<file path="src/rtl/mem_burst_master.sv">
// Burst initiator for the 8x8 single-port memory: accepts burst commands,
// streams write beats to the memory port, and buffers read beats in a small
// response FIFO so that backpressure throttles issue instead of losing data.
module mem_burst_master #(
  parameter int unsigned AW = 3,
  parameter int unsigned DW = 8,
  parameter int unsigned LW = 3
) (
  input  logic          clk,
  input  logic          reset,
  input  logic          cmd_valid_i,
  output logic          cmd_ready_o,
  input  logic          cmd_write_i,
  input  logic [AW-1:0] cmd_addr_i,
  input  logic [LW-1:0] cmd_len_i,
  input  logic          wr_valid_i,
  output logic          wr_ready_o,
  input  logic [DW-1:0] wr_data_i,
  output logic          rd_valid_o,
  input  logic          rd_ready_i,
  output logic [DW-1:0] rd_data_o,
  output logic          rd_last_o,
  output logic          busy_o,
  output logic          mem_op_o,
  output logic [AW-1:0] mem_addr_o,
  output logic [DW-1:0] mem_wdata_o,
  input  logic [DW-1:0] mem_rdata_i
);

  localparam int unsigned FIFO_DEPTH = 2;

  typedef enum logic [1:0] {
    ST_IDLE    = 2'd0,
    ST_WR      = 2'd1,
    ST_RD      = 2'd2,
    ST_RD_WAIT = 2'd3
  } state_e;

  state_e        state_q, state_d;
  logic [AW-1:0] ptr_q, ptr_d;
  logic [LW-1:0] cnt_q, cnt_d;
  logic          inflight_q, inflight_d;
  logic          infl_last_q, infl_last_d;

  logic          cmd_ready_q, cmd_ready_d;
  logic          wr_ready_q, wr_ready_d;
  logic          busy_q, busy_d;
  logic          mem_op_q, mem_op_d;
  logic [AW-1:0] mem_addr_q, mem_addr_d;
  logic [DW-1:0] mem_wdata_q, mem_wdata_d;

  logic [DW-1:0] fifo_data_q [FIFO_DEPTH];
  logic [FIFO_DEPTH-1:0] fifo_last_q;
  logic          fifo_head_q, fifo_tail_q;
  logic [1:0]    fifo_cnt_q;

  logic          cmd_fire, wr_fire, rd_push, rd_pop, rd_issue, last_beat;
  logic [2:0]    rd_occ;

  // Handshakes and read-issue throttle (occupancy after this cycle's pop)
  assign cmd_fire  = cmd_valid_i & cmd_ready_q;
  assign wr_fire   = wr_valid_i & wr_ready_q;
  assign rd_push   = inflight_q;
  assign rd_pop    = rd_valid_o & rd_ready_i;
  assign rd_occ    = 3'(fifo_cnt_q) + 3'(inflight_q) - 3'(rd_pop);
  assign rd_issue  = (state_q == ST_RD) && (rd_occ < 3'd2);
  assign last_beat = (cnt_q == '0);

  // State register
  always_ff @(posedge clk) begin
    if (reset) begin
      state_q <= ST_IDLE;
    end else begin
      state_q <= state_d;
    end
  end

  // Next-state logic
  always_comb begin
    state_d = state_q;
    case (state_q)
      ST_IDLE: begin
        if (cmd_fire) state_d = cmd_write_i ? ST_WR : ST_RD;
      end
      ST_WR: begin
        if (wr_fire && last_beat) state_d = ST_IDLE;
      end
      ST_RD: begin
        if (rd_issue && last_beat) state_d = ST_RD_WAIT;
      end
      ST_RD_WAIT: begin
        // The final beat is captured into the FIFO on this edge.
        if (inflight_q) state_d = ST_IDLE;
      end
      default: state_d = ST_IDLE;
    endcase
  end

  // Output and datapath next values
  always_comb begin
    cmd_ready_d = (state_d == ST_IDLE);
    wr_ready_d  = (state_d == ST_WR);
    busy_d      = (state_d != ST_IDLE);
    mem_op_d    = wr_fire;
    mem_addr_d  = mem_addr_q;
    mem_wdata_d = mem_wdata_q;
    ptr_d       = ptr_q;
    cnt_d       = cnt_q;
    inflight_d  = rd_issue;
    infl_last_d = rd_issue & last_beat;

    if (wr_fire || rd_issue) begin
      mem_addr_d = ptr_q;
      ptr_d      = ptr_q + AW'(1);
      cnt_d      = cnt_q - LW'(1);
    end
    if (wr_fire) mem_wdata_d = wr_data_i;
    if (cmd_fire) begin
      ptr_d = cmd_addr_i;
      cnt_d = cmd_len_i;
    end
  end

  // Registered outputs, burst pointer/counter and in-flight tracking
  always_ff @(posedge clk) begin
    if (reset) begin
      cmd_ready_q <= 1'b1;
      wr_ready_q  <= 1'b0;
      busy_q      <= 1'b0;
      mem_op_q    <= 1'b0;
      mem_addr_q  <= '0;
      mem_wdata_q <= '0;
      ptr_q       <= '0;
      cnt_q       <= '0;
      inflight_q  <= 1'b0;
      infl_last_q <= 1'b0;
    end else begin
      cmd_ready_q <= cmd_ready_d;
      wr_ready_q  <= wr_ready_d;
      busy_q      <= busy_d;
      mem_op_q    <= mem_op_d;
      mem_addr_q  <= mem_addr_d;
      mem_wdata_q <= mem_wdata_d;
      ptr_q       <= ptr_d;
      cnt_q       <= cnt_d;
      inflight_q  <= inflight_d;
      infl_last_q <= infl_last_d;
    end
  end

  // Two-entry response FIFO; captures the in-flight beat one edge after issue
  always_ff @(posedge clk) begin
    if (reset) begin
      for (int i = 0; i < FIFO_DEPTH; i++) fifo_data_q[i] <= '0;
      fifo_last_q <= '0;
      fifo_head_q <= 1'b0;
      fifo_tail_q <= 1'b0;
      fifo_cnt_q  <= '0;
    end else begin
      if (rd_push) begin
        fifo_data_q[fifo_tail_q] <= mem_rdata_i;
        fifo_last_q[fifo_tail_q] <= infl_last_q;
        fifo_tail_q              <= ~fifo_tail_q;
      end
      if (rd_pop) fifo_head_q <= ~fifo_head_q;
      fifo_cnt_q <= fifo_cnt_q + 2'(rd_push) - 2'(rd_pop);
    end
  end

  assign cmd_ready_o = cmd_ready_q;
  assign wr_ready_o  = wr_ready_q;
  assign busy_o      = busy_q;
  assign mem_op_o    = mem_op_q;
  assign mem_addr_o  = mem_addr_q;
  assign mem_wdata_o = mem_wdata_q;
  assign rd_valid_o  = (fifo_cnt_q != '0);
  assign rd_data_o   = fifo_data_q[fifo_head_q];
  assign rd_last_o   = fifo_last_q[fifo_head_q];

endmodule
</file>
<file path="config.mk">
export PLATFORM = sky130hd
export DESIGN_NAME = mem_burst_master
export DESIGN_NICKNAME = d
export VERILOG_FILES = /design/src/rtl/mem_burst_master.sv
export SDC_FILE = /design/constraint.sdc
export NUM_CORES = 1
export LEC_CHECK = 0
export CORE_MARGIN = 4
export CORE_UTILIZATION = 48
export DETAILED_ROUTE_END_ITERATION = 12
export PLACE_DENSITY = 0.79
export SLEW_MARGIN = 5
export SYNTH_ARGS = -nofsm -noshare
export SYNTH_HDL_FRONTEND = slang
export SYNTH_SLANG_ARGS = --single-unit
</file>
<file path="constraint.sdc">
create_clock -name clk -period 3.6 [get_ports clk]
set_clock_uncertainty 0.15 [all_clocks]
set_input_delay 1.08 -clock clk [delete_from_list [all_inputs] [get_ports clk]]
set_output_delay 1.08 -clock clk [all_outputs]
set_load 0.05 [all_outputs]
</file>
==> results.yml, run 1 <==
status:
  status: "completed"
global_routing:
  globalRouteTotalUtil_pct: 17.0
  antenna_found_initial: 0
  first_global_vias: 1538
  grt-ovfl-total: 0
  grt_max_degree: 29
  grt_pass1_wl_um: 7040
clocking:
  cts_sinks: 48
  root_buffer: "clkbuf_8"
  clock_latency_ns: 0.30
  clockBufferDepth: 2
  cts_max_level: 2
  numCtsBuffers: 5
  path_clk_slew_ns: 0.08
  cts_tree: "yes"
pwr:
  power_mw: 1.73
  power_switching_uw: 648
  vdd_drop_max_uv: 337
  p_int_mw: 1.08
  p_clk_share_pct: 18.1
  p_leak_nw: 1.04
  power_frac_seq_pct: 40.7
  pwr-share-comb_pct: 41.1
  netSwitchingFraction_pct: 37.5
  pwr_density_cell_nw_per_um2: 622
floorplanning:
  core_um2: 4060
  dieHeight_um: 73.4
  io_pins: 53
  fp.dieW_um: 73.4
  dieArea_um2: 5390
  start_util_pct: 50.6
  num_rows: 23
route:
  drt_iter0_drc: 98
  drt_drc_violations_left: 0
  vias: 1577
  wirelength_um: 4520
  first_pass_iters: 4
  wire_per_inst_um: 15.0
  ant_nets: 0
  drt-vias-per-instance: 5.22
sta:
  hold_violations: 0
  timing.fmax_ghz: 0.284
  tns_ns: 0
  tightest_slew_ns: 0.872
  relSlewSlack_pct: 41.8
  fin_crit_ns: 3.52
  fin_crit_sh_pct: 97.9
  setup_viol_count_final: 0
  drv_slew: 0
synth:
  synth_top_cell_area_share_pct: 31.2
  synthCells: 197
  synth-xor-area-share_pct: 1.28
  syn_avg_cell_area_um2: 10.4
  synth-seq-cells: 48
  synthAdderAreaFrac_pct: 4.02
  ys_types: 38
  syn-cell-area_um2: 2050
  synth_top_area_cell: "dfxtp_1"
  async_flop_share_pct: 0
  synth_edf_count: 16
  ys_warn_count: 0
  synthSimpleGateAreaFrac_pct: 19.9
  synth-seq-area-share_pct: 54.6
  synth_nets: 231
  synthTopCellsByArea: "dfxtp_1 31%, edfxtp_1 23%, and2_1 6.1%"
  synth_top_family_by_area: "simple AND/OR/NAND/NOR gates"
  synth_compound_area_share_pct: 8.77
  synth_mux_area_share_pct: 6.82
  synth_ff_type: "dfxtp_1"
critical_path:
  arrival_ns: 3.56
  critPathCaptureType: "flip-flop"
  path_class: "in2reg"
  required_ns: 3.64
  rrSetupSlack_ns: 0.60
  reg2reg_to: "cnt_q[0]"
  reg2reg_from: "fifo_cnt_q[1]"
  startpoint_type: "input port"
  cp_max_fo: 7
  rr_worst_depth: 12
finish:
  layout_commonest_cell: "clkdlybuf4s50_1"
  fin_nets: 285
  fillCellCount: 312
  area.growth.synth_to_final_pct: 35.1
  antenna_cells: 0
  final_cell_mix: "52 x clkdlybuf4s50_1, 32 x dfxtp_1, 23 x nand2_1"
  layout-drive-gt1-share_pct: 11.5
  seqCellArea_um2: 1120
  multiInputGateArea_um2: 876
placement:
  port_buffers: 52
  post-dp-hpwl_um: 3040
  gp_congestion: 0.773
worst_hold_path:
  hold_path.class: "reg2reg"
  holdCritStartpoint: "mem_wdata_o[1]"
  hold_path_depth: 2
  holdPathEnd: "mem_wdata_o[1]"
flow_run:
  drv_cap: 0
-- routing by layer --
metal,GRT usage (%),wire [um],vias to the layer above
li1,-,-,779
met1,19.7,1830,750
met2,30.8,2400,41
met3,3.69,235,7
met4,5.43,49,0
met5,0,0,-
-- critical path, stage by stage --
cell	delay, ns
clkdlybuf4s50_1	0.46
and2_4	0.16
ha_4	0.19
inv_2	0.06
ha_4	0.12
inv_2	0.03
fa_1	0.55
nand2_2	0.10
o31ai_4	0.36
buf_12	0.18
nor4_1	0.04
a211o_1	0.23
-- power groups by stage --
stage / clock [mW] / sequential (mW) / combinational (mW)
global route: 0.341 / 0.715 / 0.758
global placement: 0 / 0.709 / 0.626
CTS: 0.318 / 0.700 / 0.644
floorplan: 0 / 0.750 / 0.396
finish: 0.313 / 0.703 / 0.710
detailed placement: 0 / 0.712 / 0.640
-- registers in the layout, indices dropped and copies added, names as in the netlist, named ones only --
| name | flops |
|---|---|
| mem_op_o | 1 |
| fifo_head_q | 1 |
| state_q | 2 |
| fifo_last_q | 2 |
| fifo_tail_q | 1 |
| fifo_cnt_q | 2 |
| cnt_q | 3 |
| ptr_q | 3 |
| cmd_ready_o | 1 |
| mem_addr_o | 3 |
| wr_ready_o | 1 |
| fifo_data_q | 16 |
| busy_o | 1 |
| infl_last_q | 1 |
| inflight_q | 1 |
| mem_wdata_o | 8 |
-- cell usage after synthesis (2+ instances only) --
cell type and number:
o311a_1 2, inv_1 12, o21ai_0 5, nand2_1 24
xnor2_1 2, nor3_1 7, mux2_2 8, mux2i_1 5
a21oi_1 8, nor2_1 15, ha_1 5, a211o_1 2
dfxtp_1 32, and2_1 20, nor3b_1 4, nand4_1 2
clkbuf_1 7, a21o_1 2, edfxtp_1 16
-- metrics by stage --
stage               cells  utilization (%)  instance area (um2)  hold WS, ns  worst slack, ns
floorplan             197                -                 2050        0.275            0.236
global placement      292             64.6                 2620        0.282           -0.138
detailed placement    292             64.6                 2620        0.298           -0.205
CTS                   300             66.7                 2710        0.310           0.0985
global route          302             68.4                 2780        0.331          -0.0112
finish                302             68.4                 2780        0.306           0.0768
-- repair_timing --
item	4_1_cts	5_1_grt
endpoints found under the hold margin	0	0
hold buffers	0	0
gates resized for setup	0	8
setup endpoints to repair	0	3
setup buffers	0	1
-- cell families after synthesis --
kind of cell / Yosys count
AO/OA/AOI/OAI: 25
XOR/XNOR: 3
adder cells (fa/ha/maj): 6
buffers and inverters: 22
flip-flops: 48
multiplexers: 13
AND/OR/NAND/NOR: 80
-- how the worst max path moves through the flow --
stage                     from  endpoint  slack [ns]
floorplan           rd_ready_i  cnt_q[0]        0.24
global placement    rd_ready_i  ptr_q[0]       -0.14
detailed placement  rd_ready_i  ptr_q[0]       -0.21
CTS                 rd_ready_i  ptr_q[0]         0.1
global route        rd_ready_i  cnt_q[1]       -0.01
finish              rd_ready_i  cnt_q[0]        0.08
-- area by class of cell --
cell class,instances,area share [%]
Multi-Input combinational cell,127,31.5
Clock buffer,6,2.61
Sequential cell,48,40.4
Inverter,12,1.62
Tap cell,50,2.25
Timing Repair Buffer,57,21.2
Clock inverter,2,0.406
Note: power is estimated with default switching activity, not from simulation.
==> inputs of run 2 (changes only) <==
--- a/config.mk
+++ b/config.mk
@@ -5,10 +5,13 @@
 export SDC_FILE = /design/constraint.sdc
 export NUM_CORES = 1
 export LEC_CHECK = 0
+export CELL_PAD_IN_SITES_DETAIL_PLACEMENT = 0
+export CELL_PAD_IN_SITES_GLOBAL_PLACEMENT = 1
 export CORE_MARGIN = 4
-export CORE_UTILIZATION = 48
+export CORE_UTILIZATION = 47
 export DETAILED_ROUTE_END_ITERATION = 12
-export PLACE_DENSITY = 0.79
+export DONT_BUFFER_PORTS = 1
+export PLACE_DENSITY_LB_ADDON = 0.1
 export SLEW_MARGIN = 5
 export SYNTH_ARGS = -nofsm -noshare
 export SYNTH_HDL_FRONTEND = slang
==> run 2 against run 1 <==
Net effect: power fell by 13%; via count fell by 15%; sequential power rose by 8.4%; wire length fell by 17%; first-iteration DRC count fell by 32%; combinational power fell by 41%; critical path type is now reg2reg; largest power group is now registers; highest routed layer unchanged.
==> results.yml, run 2 (synthesis results as in run 1) <==
clocking:
  ctsResizeCount: 0
  cts_tree: "yes"
  post-cts-setup-buffer-count: 0
  ctsHoldBuffers: 0
  cts_sinks: 48
  clockBufferDepth: 2
  path_clk_slew_ns: 0.09
  root_buffer: "clkbuf_8"
  numCtsBuffers: 5
  cts_max_level: 2
  clock_latency_ns: 0.30
finish:
  largest_reg_flops: 16
  final_cell_mix: "32 x dfxtp_1, 24 x nand2_1, 20 x and2_1"
  antenna_cells: 0
  fillCellCount: 394
  fin_nets: 230
  seqCellArea_um2: 1120
  layout_commonest_cell: "dfxtp_1"
  area.growth.synth_to_final_pct: 5.79
  largest_register: "fifo_data_q"
  stdcell_area_um2: 2170
  layout-drive-gt1-share_pct: 10.7
  multiInputGateArea_um2: 838
pwr:
  netSwitchingFraction_pct: 38.9
  power_switching_uw: 587
  power_frac_seq_pct: 50.6
  p_clk_share_pct: 21.4
  vdd_drop_max_uv: 369
  p_int_uw: 921
  pwr_density_cell_nw_per_um2: 694
  p_leak_nw: 0.835
  pwr-share-comb_pct: 28.0
critical_path:
  worst_path_max_delay_cell: "or2_2"
  arrival_ns: 3.22
  path_class: "reg2reg"
  reg2reg_from: "fifo_cnt_q[1]"
  crit_chain: "or2_2, and2_1, ha_1, inv_1, ha_1, inv_1, fa_1, xor2_1, o31ai_4, buf_4, nor4b_1, a211o_1"
  cp_max_fo: 13
  critPathMaxStageDelay_ns: 0.42
  crit_family: "adder cells"
  reg2reg_to: "ptr_q[0]"
  worstSetupStartpoint: "fifo_cnt_q[1]"
  rr_worst_depth: 12
  critPathCaptureType: "flip-flop"
  startpoint_type: "flip-flop"
  required_ns: 3.64
  rrSetupSlack_ns: 0.42
  crit_buf_inv: 3
route:
  vias: 1337
  ant_nets: 0
  drt_drc_violations_left: 0
  wire_per_inst_um: 15.2
  drt-vias-per-instance: 5.41
  first_pass_iters: 4
  drt_iter0_drc: 67
  wirelength_um: 3750
placement:
  port_buffers: 0
  post-dp-hpwl_um: 2720
  place_area_um2: 2080
  gp_congestion: 0.745
  place_ws_ns: 0.192
global_routing:
  grt_max_degree: 38
  grt_pass1_wl_um: 6130
  globalRouteTotalUtil_pct: 14.9
  grt-ovfl-total: 0
  first_global_vias: 1350
  antenna_found_initial: 0
sta:
  tightest_slew_ns: 0.862
  hold_violations: 0
  relSlewSlack_pct: 42.4
  timing.hold.ws_ns: 0.328
  rsz0062_at_grt: "false"
  drv_slew: 0
  setup_viol_count_final: 0
  tns_ns: 0
  fin_crit_sh_pct: 88.2
  fin_crit_ns: 3.18
  layout_setup_ws_ns: 0.424
  timing.fmax_ghz: 0.315
flow_run:
  drv_cap: 0
floorplanning:
  dieArea_um2: 5490
  io_pins: 53
  dieHeight_um: 74.1
  start_util_pct: 49.9
  num_rows: 23
  fp.dieW_um: 74.1
  core_um2: 4120
worst_hold_path:
  holdCritStartpoint: "fifo_last_q[1]"
  hold_path_depth: 2
  holdPathEnd: "fifo_last_q[1]"
  hold_path.class: "reg2reg"
status:
  status: "completed"
==> run 2: per-layer routing <==
metal | vias up | global-route usage [%] | routed length (um)
met3 | 4 | 5.41 | 339
met2 | 46 | 24.9 | 1850
met5 | - | 0 | 0
li1 | 664 | - | -
met1 | 623 | 17.2 | 1520
met4 | 0 | 6.04 | 40
==> run 2: area by class of cell <==
class / instances / share of cell area [%]
repair buffers: 2 / 0.691
multi-input cells: 127 / 38.6
flip-flops and latches: 48 / 51.6
well taps: 50 / 2.88
clock inverters: 3 / 1.04
clock buffers: 5 / 3.17
inverters: 12 / 2.07
==> run 2: worst register-to-register path, stage by stage (launching register included) <==
cell and delay [ns]:
dfxtp_1 0.36, or2_2 0.43, and2_1 0.24, ha_1 0.27
inv_1 0.05, ha_1 0.13, inv_1 0.05, fa_1 0.37
xor2_1 0.22, o31ai_4 0.23, buf_4 0.23, nor4b_1 0.07
a211o_1 0.27
==> run 2: power by group through the flow <==
stage / sequential (mW) / combinational [mW] / clock, mW
floorplan: 0.750 / 0.396 / 0
global placement: 0.773 / 0.415 / 0
detailed placement: 0.778 / 0.426 / 0
CTS: 0.765 / 0.429 / 0.338
global route: 0.776 / 0.471 / 0.363
finish: 0.762 / 0.422 / 0.323
==> run 2: worst max-delay path by stage <==
stage,depth (start not counted),endpoint
2_1_floorplan,11,cnt_q[0]
3_3_place_gp,11,ptr_q[0]
3_5_place_dp,11,ptr_q[0]
4_1_cts,12,ptr_q[0]
5_1_grt,12,ptr_q[1]
6_report,12,ptr_q[0]
==> run 2: stage by stage <==
stage	cells	util (%)	total power, mW
floorplan	197	-	1.15
global placement	239	50.6	1.19
detailed placement	239	50.6	1.20
CTS	247	52.8	1.53
global route	247	52.8	1.61
finish	247	52.8	1.51
==> inputs of run 3 (changes only) <==
--- a/config.mk
+++ b/config.mk
@@ -5,6 +5,7 @@
 export SDC_FILE = /design/constraint.sdc
 export NUM_CORES = 1
 export LEC_CHECK = 0
+export ABC_AREA = 0
 export CELL_PAD_IN_SITES_DETAIL_PLACEMENT = 0
 export CELL_PAD_IN_SITES_GLOBAL_PLACEMENT = 1
 export CORE_MARGIN = 4
@@ -12,7 +13,7 @@
 export DETAILED_ROUTE_END_ITERATION = 12
 export DONT_BUFFER_PORTS = 1
 export PLACE_DENSITY_LB_ADDON = 0.1
-export SLEW_MARGIN = 5
+export SLEW_MARGIN = 25
 export SYNTH_ARGS = -nofsm -noshare
 export SYNTH_HDL_FRONTEND = slang
 export SYNTH_SLANG_ARGS = --single-unit
==> run 3 against run 2 <==
Net effect: combinational power about the same; final cell count stayed put; first-iteration DRC count grew 12%; register-to-register slack barely moved; sequential cell count did not move; sequential power is essentially flat; sequential share of layout area decreased by 0.12 points; wire length is 1.1% lower; largest cell class unchanged.
==> results.yml, run 3 (synthesis results as in run 1) <==
clocking:
  path_clk_slew_ns: 0.09
  post-cts-setup-buffer-count: 0
  cts_sinks: 48
  clockBufferDepth: 2
  numCtsBuffers: 5
  cts_tree: "yes"
  ctsHoldBuffers: 0
  ctsResizeCount: 0
  cts_max_level: 2
  clock_latency_ns: 0.30
  root_buffer: "clkbuf_8"
finish:
  fillCellCount: 393
  final_cells: 247
  largest_register: "fifo_data_q"
  final_util_pct: 52.9
  largest_reg_flops: 16
  layout_commonest_cell: "dfxtp_1"
  area.growth.synth_to_final_pct: 6.03
  fin_nets: 230
  final_cell_mix: "32 x dfxtp_1, 24 x nand2_1, 20 x and2_1"
  layout-drive-gt1-share_pct: 11.2
  antenna_cells: 0
sta:
  tns_ns: 0
  setup_viol_count_final: 0
  tightest_slew_ns: 0.852
  fin_crit_sh_pct: 88.3
  drv_slew: 0
  fin_crit_ns: 3.18
  timing.fmax_ghz: 0.315
  rsz0062_at_grt: "false"
  hold_violations: 0
  relSlewSlack_pct: 43.1
route:
  drt_drc_violations_left: 0
  ant_nets: 0
  drt-vias-per-instance: 5.32
  vias: 1315
  first_pass_iters: 4
  wirelength_um: 3700
  wire_per_inst_um: 15.0
  drt_iter0_drc: 75
pwr:
  p_leak_nw: 0.835
  power_frac_seq_pct: 50.5
  power_mw: 1.51
  power_switching_uw: 588
  p_int_uw: 921
  p_clk_share_pct: 21.4
  pwr-share-comb_pct: 28.0
  netSwitchingFraction_pct: 39.0
  vdd_drop_max_uv: 370
  pwr_density_cell_nw_per_um2: 693
placement:
  post-dp-hpwl_um: 2720
  placed_cells: 239
  gp_congestion: 0.745
  port_buffers: 0
worst_hold_path:
  holdCritStartpoint: "fifo_last_q[1]"
  hold_path_depth: 2
  hold_path.class: "reg2reg"
floorplanning:
  start_util_pct: 49.9
  dieHeight_um: 74.1
  fp.dieW_um: 74.1
  io_pins: 53
  dieArea_um2: 5490
  num_rows: 23
  core_um2: 4120
global_routing:
  grt_pass1_wl_um: 6130
  antenna_found_initial: 0
  globalRouteTotalUtil_pct: 14.9
  first_global_vias: 1350
  grt_max_degree: 38
  grt-ovfl-total: 0
critical_path:
  reg2reg_to: "ptr_q[0]"
  startpoint_type: "flip-flop"
  path_class: "reg2reg"
  arrival_ns: 3.22
  rrSetupSlack_ns: 0.42
  cp_max_fo: 13
  required_ns: 3.64
  crit_path_end: "ptr_q[0]"
  rr_worst_depth: 12
  reg2reg_from: "fifo_cnt_q[1]"
  critPathCaptureType: "flip-flop"
  worstSetupStartpoint: "fifo_cnt_q[1]"
flow_run:
  drv_cap: 0
status:
  status: "completed"
## run 3: power by group through the flow
stage | clock [mW] | combinational, mW | sequential (mW)
2_1_floorplan | 0 | 0.396 | 0.750
3_3_place_gp | 0 | 0.415 | 0.773
3_5_place_dp | 0 | 0.426 | 0.778
4_1_cts | 0.338 | 0.429 | 0.765
5_1_grt | 0.363 | 0.471 | 0.776
6_report | 0.323 | 0.423 | 0.762
## run 3: cell type report
| cell class | instances | area (um2) | share of cell area, % |
|---|---|---|---|
| sequential | 48 | 1120 | 51.5 |
| multi-input combinational | 127 | 843 | 38.7 |
| clock buffer | 5 | 68.8 | 3.16 |
| tap | 50 | 62.6 | 2.87 |
| inverter | 12 | 45.0 | 2.07 |
| clock inverter | 3 | 22.5 | 1.03 |
| timing repair buffer | 2 | 15.0 | 0.689 |
## run 3: worst max-delay path, cell delays in order (launching register included)
cell     delay, ns
dfxtp_1       0.36
or2_2         0.43
and2_1        0.24
ha_1          0.27
inv_1         0.05
ha_1          0.13
inv_1         0.05
fa_1          0.37
xor2_1        0.22
o31ai_4       0.23
buf_4         0.24
nor4b_1       0.07
a211o_1       0.27
## run 3: worst min-delay path by stage
stage,end,slack (ns)
after detailed placement,fifo_last_q[1],0.30
after CTS,fifo_last_q[1],0.33
after global routing,fifo_last_q[1],0.34
final,fifo_last_q[1],0.33
after floorplan,fifo_last_q[0],0.27
after global placement,fifo_last_q[1],0.29
## run 3: routing by layer
layer | track usage, % | vias up | wire length [um]
li1 | - | 663 | -
met5 | 0 | - | 0
met4 | 6.04 | 0 | 40
met2 | 24.9 | 40 | 1870
met3 | 5.41 | 4 | 323
met1 | 17.2 | 608 | 1470
## run 3: metrics by stage
stage	instance area (um2)	setup WS (ns)	hold WS, ns
2_1_floorplan	2050	0.236	0.275
3_3_place_gp	2080	0.240	0.290
3_5_place_dp	2080	0.192	0.301
4_1_cts	2170	0.398	0.326
5_1_grt	2180	0.236	0.336
6_report	2180	0.423	0.328
